### src/rtl/add_iter_if.sv
// Start/busy/done handshake and operand/result bus for the iterative adder.
interface add_iter_if #(
  parameter int WIDTH = 16
);
  logic             start;
  logic             sub;
  logic             cin;
  logic [WIDTH-1:0] a;
  logic [WIDTH-1:0] b;
  logic             busy;
  logic             done;
  logic [WIDTH-1:0] sum;
  logic             cout;
  logic             ovf;

  modport master (output start, sub, cin, a, b, input busy, done, sum, cout, ovf);
  modport slave  (input start, sub, cin, a, b, output busy, done, sum, cout, ovf);
endinterface

### src/rtl/add_iter.sv
// Multi-cycle adder/subtractor: CHUNK bits per beat, LSB chunk first, registered
// inter-chunk carry. Result, carry-out and signed overflow are registered on the last beat.
module add_iter #(
  parameter int WIDTH = 16,
  parameter int CHUNK = 4
) (
  input  logic clk,
  input  logic rstn,
  add_iter_if.slave bus
);
  localparam int N  = WIDTH / CHUNK;
  localparam int CW = (N > 1) ? $clog2(N) : 1;

  typedef enum logic {IDLE, RUN} stateT;

  stateT            state;
  logic [WIDTH-1:0] opA;
  logic [WIDTH-1:0] opB;
  logic [WIDTH-1:0] work;
  logic [WIDTH-1:0] nextWork;
  logic [WIDTH-1:0] sumR;
  logic [CW-1:0]    beatCnt;
  logic [CHUNK:0]   chunkSum;
  logic             carry;
  logic             msbCarryIn;
  logic             lastBeat;
  logic             busyR;
  logic             doneR;
  logic             coutR;
  logic             ovfR;

  always_comb begin
    chunkSum = {1'b0, opA[CHUNK-1:0]} + {1'b0, opB[CHUNK-1:0]} + {{CHUNK{1'b0}}, carry};
    nextWork = work >> CHUNK;
    nextWork[WIDTH-1 -: CHUNK] = chunkSum[CHUNK-1:0];
    // On the last beat the chunk's top bit is the word MSB; recover its carry-in from the sum bit.
    msbCarryIn = opA[CHUNK-1] ^ opB[CHUNK-1] ^ chunkSum[CHUNK-1];
    lastBeat   = (beatCnt == CW'(N - 1));
  end

  always_ff @(posedge clk or negedge rstn) begin
    if (!rstn) begin
      state   <= IDLE;
      opA     <= '0;
      opB     <= '0;
      work    <= '0;
      sumR    <= '0;
      beatCnt <= '0;
      carry   <= 1'b0;
      busyR   <= 1'b0;
      doneR   <= 1'b0;
      coutR   <= 1'b0;
      ovfR    <= 1'b0;
    end else begin
      doneR <= 1'b0;
      case (state)
        IDLE: begin
          if (bus.start) begin
            opA     <= bus.a;
            opB     <= bus.b ^ {WIDTH{bus.sub}};
            carry   <= bus.sub | bus.cin;
            beatCnt <= '0;
            work    <= '0;
            busyR   <= 1'b1;
            state   <= RUN;
          end
        end
        RUN: begin
          opA     <= opA >> CHUNK;
          opB     <= opB >> CHUNK;
          carry   <= chunkSum[CHUNK];
          work    <= nextWork;
          beatCnt <= beatCnt + CW'(1);
          if (lastBeat) begin
            sumR  <= nextWork;
            coutR <= chunkSum[CHUNK];
            ovfR  <= msbCarryIn ^ chunkSum[CHUNK];
            doneR <= 1'b1;
            busyR <= 1'b0;
            state <= IDLE;
          end
        end
        default: state <= IDLE;
      endcase
    end
  end

  assign bus.busy = busyR;
  assign bus.done = doneR;
  assign bus.sum  = sumR;
  assign bus.cout = coutR;
  assign bus.ovf  = ovfR;
endmodule
### src/flat_wrapper.sv
// flat-port wrapper written by rule: the top's interface ports become plain ports
module add_iter_flat 
#(
  parameter int WIDTH = 16,
  parameter int CHUNK = 4
)
  (clk, rstn, bus_start, bus_sub, bus_cin, bus_a, bus_b, bus_busy, bus_done, bus_sum, bus_cout, bus_ovf);
  add_iter_if #(.WIDTH(WIDTH)) bus_i ();
  input  logic clk;
  input  logic rstn;
  input wire logic [$bits(bus_i.start)-1:0] bus_start;
  input wire logic [$bits(bus_i.sub)-1:0] bus_sub;
  input wire logic [$bits(bus_i.cin)-1:0] bus_cin;
  input wire logic [$bits(bus_i.a)-1:0] bus_a;
  input wire logic [$bits(bus_i.b)-1:0] bus_b;
  output wire logic [$bits(bus_i.busy)-1:0] bus_busy;
  output wire logic [$bits(bus_i.done)-1:0] bus_done;
  output wire logic [$bits(bus_i.sum)-1:0] bus_sum;
  output wire logic [$bits(bus_i.cout)-1:0] bus_cout;
  output wire logic [$bits(bus_i.ovf)-1:0] bus_ovf;
  assign bus_i.start = bus_start;
  assign bus_i.sub = bus_sub;
  assign bus_i.cin = bus_cin;
  assign bus_i.a = bus_a;
  assign bus_i.b = bus_b;
  assign bus_busy = bus_i.busy;
  assign bus_done = bus_i.done;
  assign bus_sum = bus_i.sum;
  assign bus_cout = bus_i.cout;
  assign bus_ovf = bus_i.ovf;
  add_iter #(.WIDTH(WIDTH), .CHUNK(CHUNK)) u_core (.clk(clk), .rstn(rstn), .bus(bus_i));
endmodule
### config.mk
export PLATFORM = sky130hd
export DESIGN_NAME = add_iter_flat
export DESIGN_NICKNAME = d
export VERILOG_FILES = /design/src/rtl/add_iter_if.sv /design/src/rtl/add_iter.sv /design/src/flat_wrapper.sv
export SDC_FILE = /design/constraint.sdc
export NUM_CORES = 1
export LEC_CHECK = 0
export ABC_CLOCK_PERIOD_IN_PS = 2700
export BUFFER_PORTS_ARGS = -buffer_cell sky130_fd_sc_hd__buf_2
export CAP_MARGIN = 20
export CORE_MARGIN = 2
export CORE_UTILIZATION = 30
export DETAILED_ROUTE_END_ITERATION = 10
export HOLD_SLACK_MARGIN = 0.1
export PLACE_DENSITY = 0.57
export SKIP_LAST_GASP = 1
export SLEW_MARGIN = 20
export SYNTH_ARGS = -nofsm -noshare
export SYNTH_HDL_FRONTEND = slang
export SYNTH_SLANG_ARGS = --single-unit
### constraint.sdc
create_clock -name clk -period 2.7 [get_ports clk]
set_input_delay 0.54 -clock clk [delete_from_list [all_inputs] [get_ports clk]]
set_output_delay 0.54 -clock clk [all_outputs]
set_load 0.1 [all_outputs]
==> results of run 1 <==
## layer usage
metal	vias to the layer above	routed length, um
li1	1033	-
met1	987	2942
met2	50	2593
met3	9	324
met4	0	93
met5	-	0
## cells by family after synthesis
group,Yosys count
adder cells (fa/ha/maj),6
multiplexers,34
flip-flops,68
AO/OA/AOI/OAI,61
buffers and inverters,22
XOR/XNOR,19
AND/OR/NAND/NOR,67
## synth_stat cells, drive strengths merged
cell,number
nor3b,1
mux2,17
nor2,12
o22ai,1
dfrtp,68
a21o,3
fa,2
nand2b,7
buf,15
a22o,5
ha,4
inv,2
xnor2,18
o21ai,46
a211oi,4
nand2,47
clkbuf,5
xor2,1
a21oi,2
mux2i,17
## worst reg2reg max path: cells and delay by family (launching register included)
kind            cells  cell delay [ns]
compound gates      3             0.47
xor+xnor            1             0.14
fa+ha+maj           2             0.90
flops               1             0.41
## power by group
part | internal, mW | switching [mW] | total, mW
Sequential | 1.43 | 0.275 | 1.70
Combinational | 0.594 | 1.51 | 2.11
Clock | 0.545 | 0.393 | 0.938
Total | 2.57 | 2.18 | 4.75
## area by class of cell
cell class	count	area, sq um	area share
clock inverter	6	87.58	0.02384
clock buffer	10	137.6	0.03747
timing repair buffer	59	317.8	0.08651
multi-input combinational	187	1254	0.3413
inverter	2	7.507	0.002044
sequential	68	1703	0.4636
tap	133	166.4	0.04530
## flip-flops by register name (all words and copies together) (netlist names), 2 cells and up
name	flops
u_core.beatCnt	2
u_core.bus.sum	16
u_core.opA	16
u_core.opB	16
u_core.work	12
## worst paths after layout
check | from | slack, ns | to
worst max-delay path | u_core.carry | 0.68 | u_core.bus.ovf
worst min-delay path | rstn | 0.30 | u_core.bus.sum[9]
worst max register to register | u_core.carry | 0.68 | u_core.bus.ovf
worst min register to register | u_core.opB[12] | 0.49 | u_core.opB[8]
max in group asynchronous | rstn | 1.81 | u_core.state
min in group clk | bus_a[13] | 0.44 | u_core.opA[13]
## through the flow
step | util | hold WS (ns) | total power, mW | worst slack [ns] | std cells
finish | 0.3724 | 0.2976 | 4.747 | 0.6824 | 465
global route | 0.3724 | 0.3545 | 5.050 | 0.5753 | 465
CTS | 0.3724 | 0.3196 | 4.814 | 0.6755 | 465
detailed placement | 0.3496 | 0.4661 | 3.865 | 0.6992 | 449
global placement | 0.3496 | 0.4621 | 3.814 | 0.7423 | 449
floorplan | - | 0.2444 | 3.447 | 0.8050 | 277
==> results.md, run 1 <==
* Status: completed
* Crit path launch type: register
* Lkg Pwr at 1.776 nW
* Detail-routed net length per standard cell at 12.80 um
* Setup Fix Bufs, Post-CTS at 0
* Number of sinks handled by clock tree synthesis at 68
* Transition time at the pin with the least slew margin at 0.8467 ns
* Global Route met3 Usage at 0.03556
* Number of clock buffers inserted by TritonCTS at 9
* WP depth at 6
* Maximum vdd drop at 0.8122 mV
* Met1 track demand over resource in global routing at 0.1625
* Main area contributors after synthesis: sky130_fd_sc_hd__dfrtp_1 55%, sky130_fd_sc_hd__o21ai_0 6.4%, sky130_fd_sc_hd__mux2_2 5.9%
* Antenna cell count at 0
* Critical path's slowest cell: sky130_fd_sc_hd__fa_1
* Path type of the worst min-delay path: in -> async
* Post-synthesis adder-cell area fraction at 0.02934
* HPWL reported at the end of detailed placement at 4.066 mm
* Yosys top cell by area: sky130_fd_sc_hd__dfrtp_1
* Count of distinct cell types in the synthesized netlist at 27
* CP Data Required Time at 2.92 ns
* Global-route usage over all layers at 0.1165
* Number of DRC markers in iteration 0 at 92
* CP cell instances: fa_1 > fa_1 > a21o_1 > a21oi_2 > xnor2_1 > o21ai_1
* Drt total wl at 5.954 mm
* Syn Area/Cell at 11.08 sq um
* Achievable Freq at 0.4956 GHz
* Number of setup violations in the final report at 0
* Worst stage delay on the critical path at 0.48 ns
* Remaining DRCs at 0
* Portion of the post-synthesis area used by sequential elements at 0.5542
* Maximum number of pins on one net before global-route repair at 69
* Pwr dens at 1292 nW/um^2
* Layout Nets at 370
* Width of the die at 105.2 um
* Reg2Reg Depth at 6
* Top cell type's share of synthesized area at 0.5542
* Area Growth Syn to Fin at 19.64%
* Accumulated negative setup slack at 0 ns
* Cell class contributing the biggest share of worst-path delay: adder cells
* Largest family of logic cells by synthesized area: multiplexers
* Total number of yosys warnings at 0
* IO buf count at 56
* Syn Inst Count at 277
* Total number of placement rows at 36
* Crit path buf inv count at 0
* Vias/cell at 4.471
* Clock network latency to the later pin of the worst-skew pair at 0.34 ns
* Synth Net Count at 320
* Synth Area in Compound Gates at 0.1170
* Max-Cap Viols at 0
* Critical path fanouts, max at 3
* Filler Cell Count at 1018
* GRT Residual Overflow at 0
* Most used cell, CP: sky130_fd_sc_hd__fa_1
* Hold buffer count at cts at 0
* Number of top-level pins at 57
* Clock Path Buffers at 2
* Xor-xnor portion of the synthesized cell area at 0.05420
* Vias at 2079
* CTS tree: yes
* H-Tree Level Count at 3
* DIE HEIGHT at 105.2 um
* Final cell area excluding filler cells at 3674 sq um
* Share of post-route cells with drive strength above 1 at 0.2922
* Flip-flop and latch count after synthesis at 68
* Critical Path AT at 2.24 ns
* Most common library cell in the layout ignoring fill and taps: sky130_fd_sc_hd__dfrtp_1
* Worst-case headroom to the max-slew limit at 0.4355
* Final hold viol count at 0
* Most crowded layer after global routing: met2
* Detailed Routing Iterations Pass 1 at 4
* Critical path start-end classification: reg -> reg
* Most frequent cells in the layout: 67 x sky130_fd_sc_hd__dfrtp_1, 55 x sky130_fd_sc_hd__buf_2, 47 x sky130_fd_sc_hd__nand2_1
* Global-route wire length before repair at 10.17 mm
* CTS clock-pin slew for the worst setup and hold paths at 0.08 ns
* Area of the core at 9864 sq um
* Quantity of gates resized following cts at 0
* Final GP Congestion at 0.7719
* Share of the clock period used by the worst path at 0.7473
* Met2 Usage GRT at 0.1670
* Full die area at 11060 sq um
* Via count of the first global-routing pass at 2049
* Area post-placement at 3448 sq um
* Final slew viol count at 0
* Unrepaired setup endpoints after global routing: false
* Root buffer cell: sky130_fd_sc_hd__clkbuf_8
* Endpoint class of the critical path: register
* Synthesized-area fraction occupied by and/or/nand/nor cells at 0.08883
* Syn Std Cell Area at 3070 sq um
* Clock period minus final worst setup slack at 2.018 ns
* Clock tree skew after final layout at 0.008831 ns
* Multiplexer share of the synthesized area at 0.1190
* Post-route ant nets at 0
* Initial antenna violation count at 0
* Starting utilization of the core area at 0.3113
No activity file was read; power rests on OpenSTA's default activity.
==> inputs of run 2 (changes only) <==
--- a/config.mk
+++ b/config.mk
@@ -5,14 +5,15 @@
 export SDC_FILE = /design/constraint.sdc
 export NUM_CORES = 1
 export LEC_CHECK = 0
-export ABC_CLOCK_PERIOD_IN_PS = 2700
+export ABC_AREA = 1
+export ABC_CLOCK_PERIOD_IN_PS = 1800
 export BUFFER_PORTS_ARGS = -buffer_cell sky130_fd_sc_hd__buf_2
 export CAP_MARGIN = 20
 export CORE_MARGIN = 2
 export CORE_UTILIZATION = 30
 export DETAILED_ROUTE_END_ITERATION = 10
 export HOLD_SLACK_MARGIN = 0.1
-export PLACE_DENSITY = 0.57
+export PLACE_DENSITY = 0.59
 export SKIP_LAST_GASP = 1
 export SLEW_MARGIN = 20
 export SYNTH_ARGS = -nofsm -noshare
==> constraint.sdc (replaced) <==
create_clock -name clk -period 1.8 [get_ports clk]
set_input_delay 0.36 -clock clk [delete_from_list [all_inputs] [get_ports clk]]
set_output_delay 0.36 -clock clk [all_outputs]
set_load 0.1 [all_outputs]
==> results.md, run 2 <==
* Status: completed
* Count of distinct cell types in the synthesized netlist at 25
* Synth Net Count at 337
* Final GP Congestion at 0.7588
* Starting utilization of the core area at 0.3071
* Crit path launch type: register
* Initial antenna violation count at 0
* Area Growth Syn to Fin at 20.81%
* Clock network latency to the later pin of the worst-skew pair at 0.34 ns
* Area of the core at 9729 sq um
* Source of the worst register-to-register timing path: u_core.opA[0]
* Max-Cap Viols at 0
* Area of the multi-input gates at 1080 sq um
* Reg2Reg Capture Point: u_core.bus.ovf
* Flip-flop and latch area at 1702 sq um
* Drt total wl at 6.098 mm
* Maximum number of pins on one net before global-route repair at 69
* Dominant synthesized flop cell: sky130_fd_sc_hd__dfrtp_1
* Maximum vdd drop at 0.9184 mV
* Antenna cell count at 0
* Fraction of power spent switching nets at 0.4784
* P_sw at 3.330 mW
* Clock network fraction of design power at 0.173
* DIE HEIGHT at 103.8 um
* Most common library cell in the layout ignoring fill and taps: sky130_fd_sc_hd__nand2_1
* Total number of placement rows at 36
* Syn Std Cell Area at 2988 sq um
* CP cell instances: fa_2 > fa_2 > nand2_1 > nand2_1 > nand2_2 > nand2_1 > nand3_1 > nand2_1
* Top cell type's share of synthesized area at 0.5695
* Critical path fanouts, max at 3
* Vias/cell at 4.370
* Path type of the worst min-delay path: in -> reg
* Reg2Reg Depth at 8
* Most frequent cells in the layout: 73 x sky130_fd_sc_hd__nand2_1, 68 x sky130_fd_sc_hd__dfrtp_1, 56 x sky130_fd_sc_hd__buf_2
* Cell internal pwr at 3.630 mW
* Accumulated negative setup slack at 0 ns
* H-Tree Level Count at 3
* Detailed Routing Iterations Pass 1 at 4
* Share of the clock period used by the worst path at 0.9453
* Achievable Freq at 0.5877 GHz
* Number of top-level pins at 57
* Worst-case headroom to the max-slew limit at 0.6704
* HPWL reported at the end of detailed placement at 4.190 mm
* IO buf count at 56
* Cell class contributing the biggest share of worst-path delay: adder cells
* Width of the die at 103.8 um
* Lkg Pwr at 1.771 nW
* Most used cell, CP: sky130_fd_sc_hd__nand2_1
* Syn Inst Count at 294
* Global-route usage over all layers at 0.1229
* Number of DRC markers in iteration 0 at 78
* Final hold viol count at 0
* Portion of the post-synthesis area used by sequential elements at 0.5695
* Combinational Power Share at 0.470
* Filler Cell Count at 1026
* Flip-flop and latch count after synthesis at 68
* Share of post-route cells with drive strength above 1 at 0.2576
* Final slew viol count at 0
* Clock tree skew after final layout at 0.007422 ns
* CP Data Required Time at 2.03 ns
* Pwr dens at 1928 nW/um^2
* Minimum hold slack at 0.2285 ns
* Yosys top cell by area: sky130_fd_sc_hd__dfrtp_1
* Hold path start: bus_a[10]
* Global-route wire length before repair at 10.49 mm
* GRT Residual Overflow at 0
* Endpoint class of the critical path: register
* Via count of the first global-routing pass at 2123
* Full die area at 10770 sq um
* Critical Path AT at 1.94 ns
* Number of flops mapped to enable cells by yosys at 0
* Layout Nets at 400
* Critical path's slowest cell: sky130_fd_sc_hd__fa_2
* Most numerous cell in the Yosys netlist: sky130_fd_sc_hd__nand2_1
* Share of synthesized flip-flops with an asynchronous set or reset at 1.000
* Unrepaired setup endpoints after global routing: false
* Root buffer cell: sky130_fd_sc_hd__clkbuf_8
* Transition time at the pin with the least slew margin at 0.4979 ns
* Critical path start-end classification: reg -> reg
* Relative contribution of sequential cells to total power at 0.357
* Worst Hold Endpoint: u_core.opA[10]
* Clock Path Buffers at 2
* Number of clock buffers inserted by TritonCTS at 9
* Hold depth at 3
* Leading cell types by count after synthesis: 74 x sky130_fd_sc_hd__nand2_1, 68 x sky130_fd_sc_hd__dfrtp_1, 23 x sky130_fd_sc_hd__o21ai_0
* Syn Area/Cell at 10.16 sq um
* Number of sinks handled by clock tree synthesis at 68
* Area post-placement at 3379 sq um
* Remaining DRCs at 0
* Worst stage delay on the critical path at 0.42 ns
* Vias at 2159
* Number of setup violations in the final report at 0
* Crit path buf inv count at 0
* Clock period minus final worst setup slack at 1.701 ns
* Main area contributors after synthesis: sky130_fd_sc_hd__dfrtp_1 57%, sky130_fd_sc_hd__nand2_1 9.3%, sky130_fd_sc_hd__xnor2_1 5.0%
* Total number of yosys warnings at 0
* R2R Setup Slk at 0.1 ns
* CTS tree: yes
* CTS clock-pin slew for the worst setup and hold paths at 0.07 ns
* Detail-routed net length per standard cell at 12.34 um
* Final cell area excluding filler cells at 3610 sq um
* Final cell utilization of the core at 0.3710
* Post-route ant nets at 0
[run 2: per-stage QoR]
stage | worst slack [ns] | std cells | total power [mW]
floorplan | 0.05007 | 294 | 5.098
global placement | 0.01663 | 476 | 5.668
detailed placement | -0.02307 | 476 | 5.731
CTS | 0.03518 | 492 | 6.985
global route | 0.002452 | 494 | 7.449
finish | 0.09851 | 494 | 6.960
[run 2: repair_timing]
| action | 4_1_cts | 5_1_grt |
|---|---|---|
| hold buffers | 1 | 0 |
| resized for setup | 1 | 3 |
| endpoints found under the hold margin | 68 | 0 |
| buffers inserted | 0 | 2 |
| setup endpoints to repair | 3 | 3 |
| pin swaps | 0 | 1 |
[run 2: cells by family (layout without fill, tap and decap cells)]
family | Yosys count | in the layout | synth area share
buffers and inverters | 38 | 105 | 0.07412
adder cells (fa/ha/maj) | 6 | 6 | 0.03015
AND/OR/NAND/NOR | 100 | 100 | 0.1428
AO/OA/AOI/OAI | 65 | 65 | 0.1336
flip-flops | 68 | 68 | 0.5695
XOR/XNOR | 17 | 17 | 0.04983
[run 2: area by class of cell]
cell class	count	share of cell area
clock buffers	10	0.03813
clock inverters	5	0.01456
inverters	23	0.02600
multi-input cells	188	0.2991
flip-flops and latches	68	0.4714
well taps	133	0.04610
repair buffers	67	0.1047
[run 2: layer usage]
| metal | part of all wire | up-vias | routed length (um) | GRT usage |
|---|---|---|---|---|
| met2 | 0.45 | 62 | 2745 | 0.1812 |
| met5 | 0 | - | 0 | 0 |
| met3 | 0.048 | 4 | 292 | 0.03902 |
| met1 | 0.49 | 991 | 3006 | 0.1678 |
| met4 | 0.0087 | 0 | 53 | 0.05019 |
| li1 | - | 1102 | - | - |
[run 2: how the worst max path moves through the flow]
stage	start	endpoint	slack [ns]	cells past startpoint
after floorplan	u_core.carry	u_core.bus.ovf	0.05	8
after global placement	u_core.carry	u_core.bus.ovf	0.02	8
after detailed placement	u_core.carry	u_core.bus.ovf	-0.02	8
after CTS	u_core.carry	u_core.bus.ovf	0.04	8
after global routing	u_core.opA[0]	u_core.bus.ovf	0.002	8
final	u_core.opA[0]	u_core.bus.ovf	0.1	8
[run 2: power groups by stage]
stage / combinational [mW] / sequential, mW / clock (mW)
4_1_cts: 3.24 / 2.48 / 1.26
6_report: 3.27 / 2.48 / 1.20
3_5_place_dp: 3.23 / 2.51 / 0
2_1_floorplan: 1.35 / 3.74 / 0
3_3_place_gp: 3.18 / 2.48 / 0
5_1_grt: 3.57 / 2.55 / 1.33
[run 2: worst reg2reg max path, delay by kind of cell (launching register included)]
kind / cells / cell delay [ns]
fa+ha+maj: 2 / 0.77
simple gates: 6 / 0.43
flops: 1 / 0.41
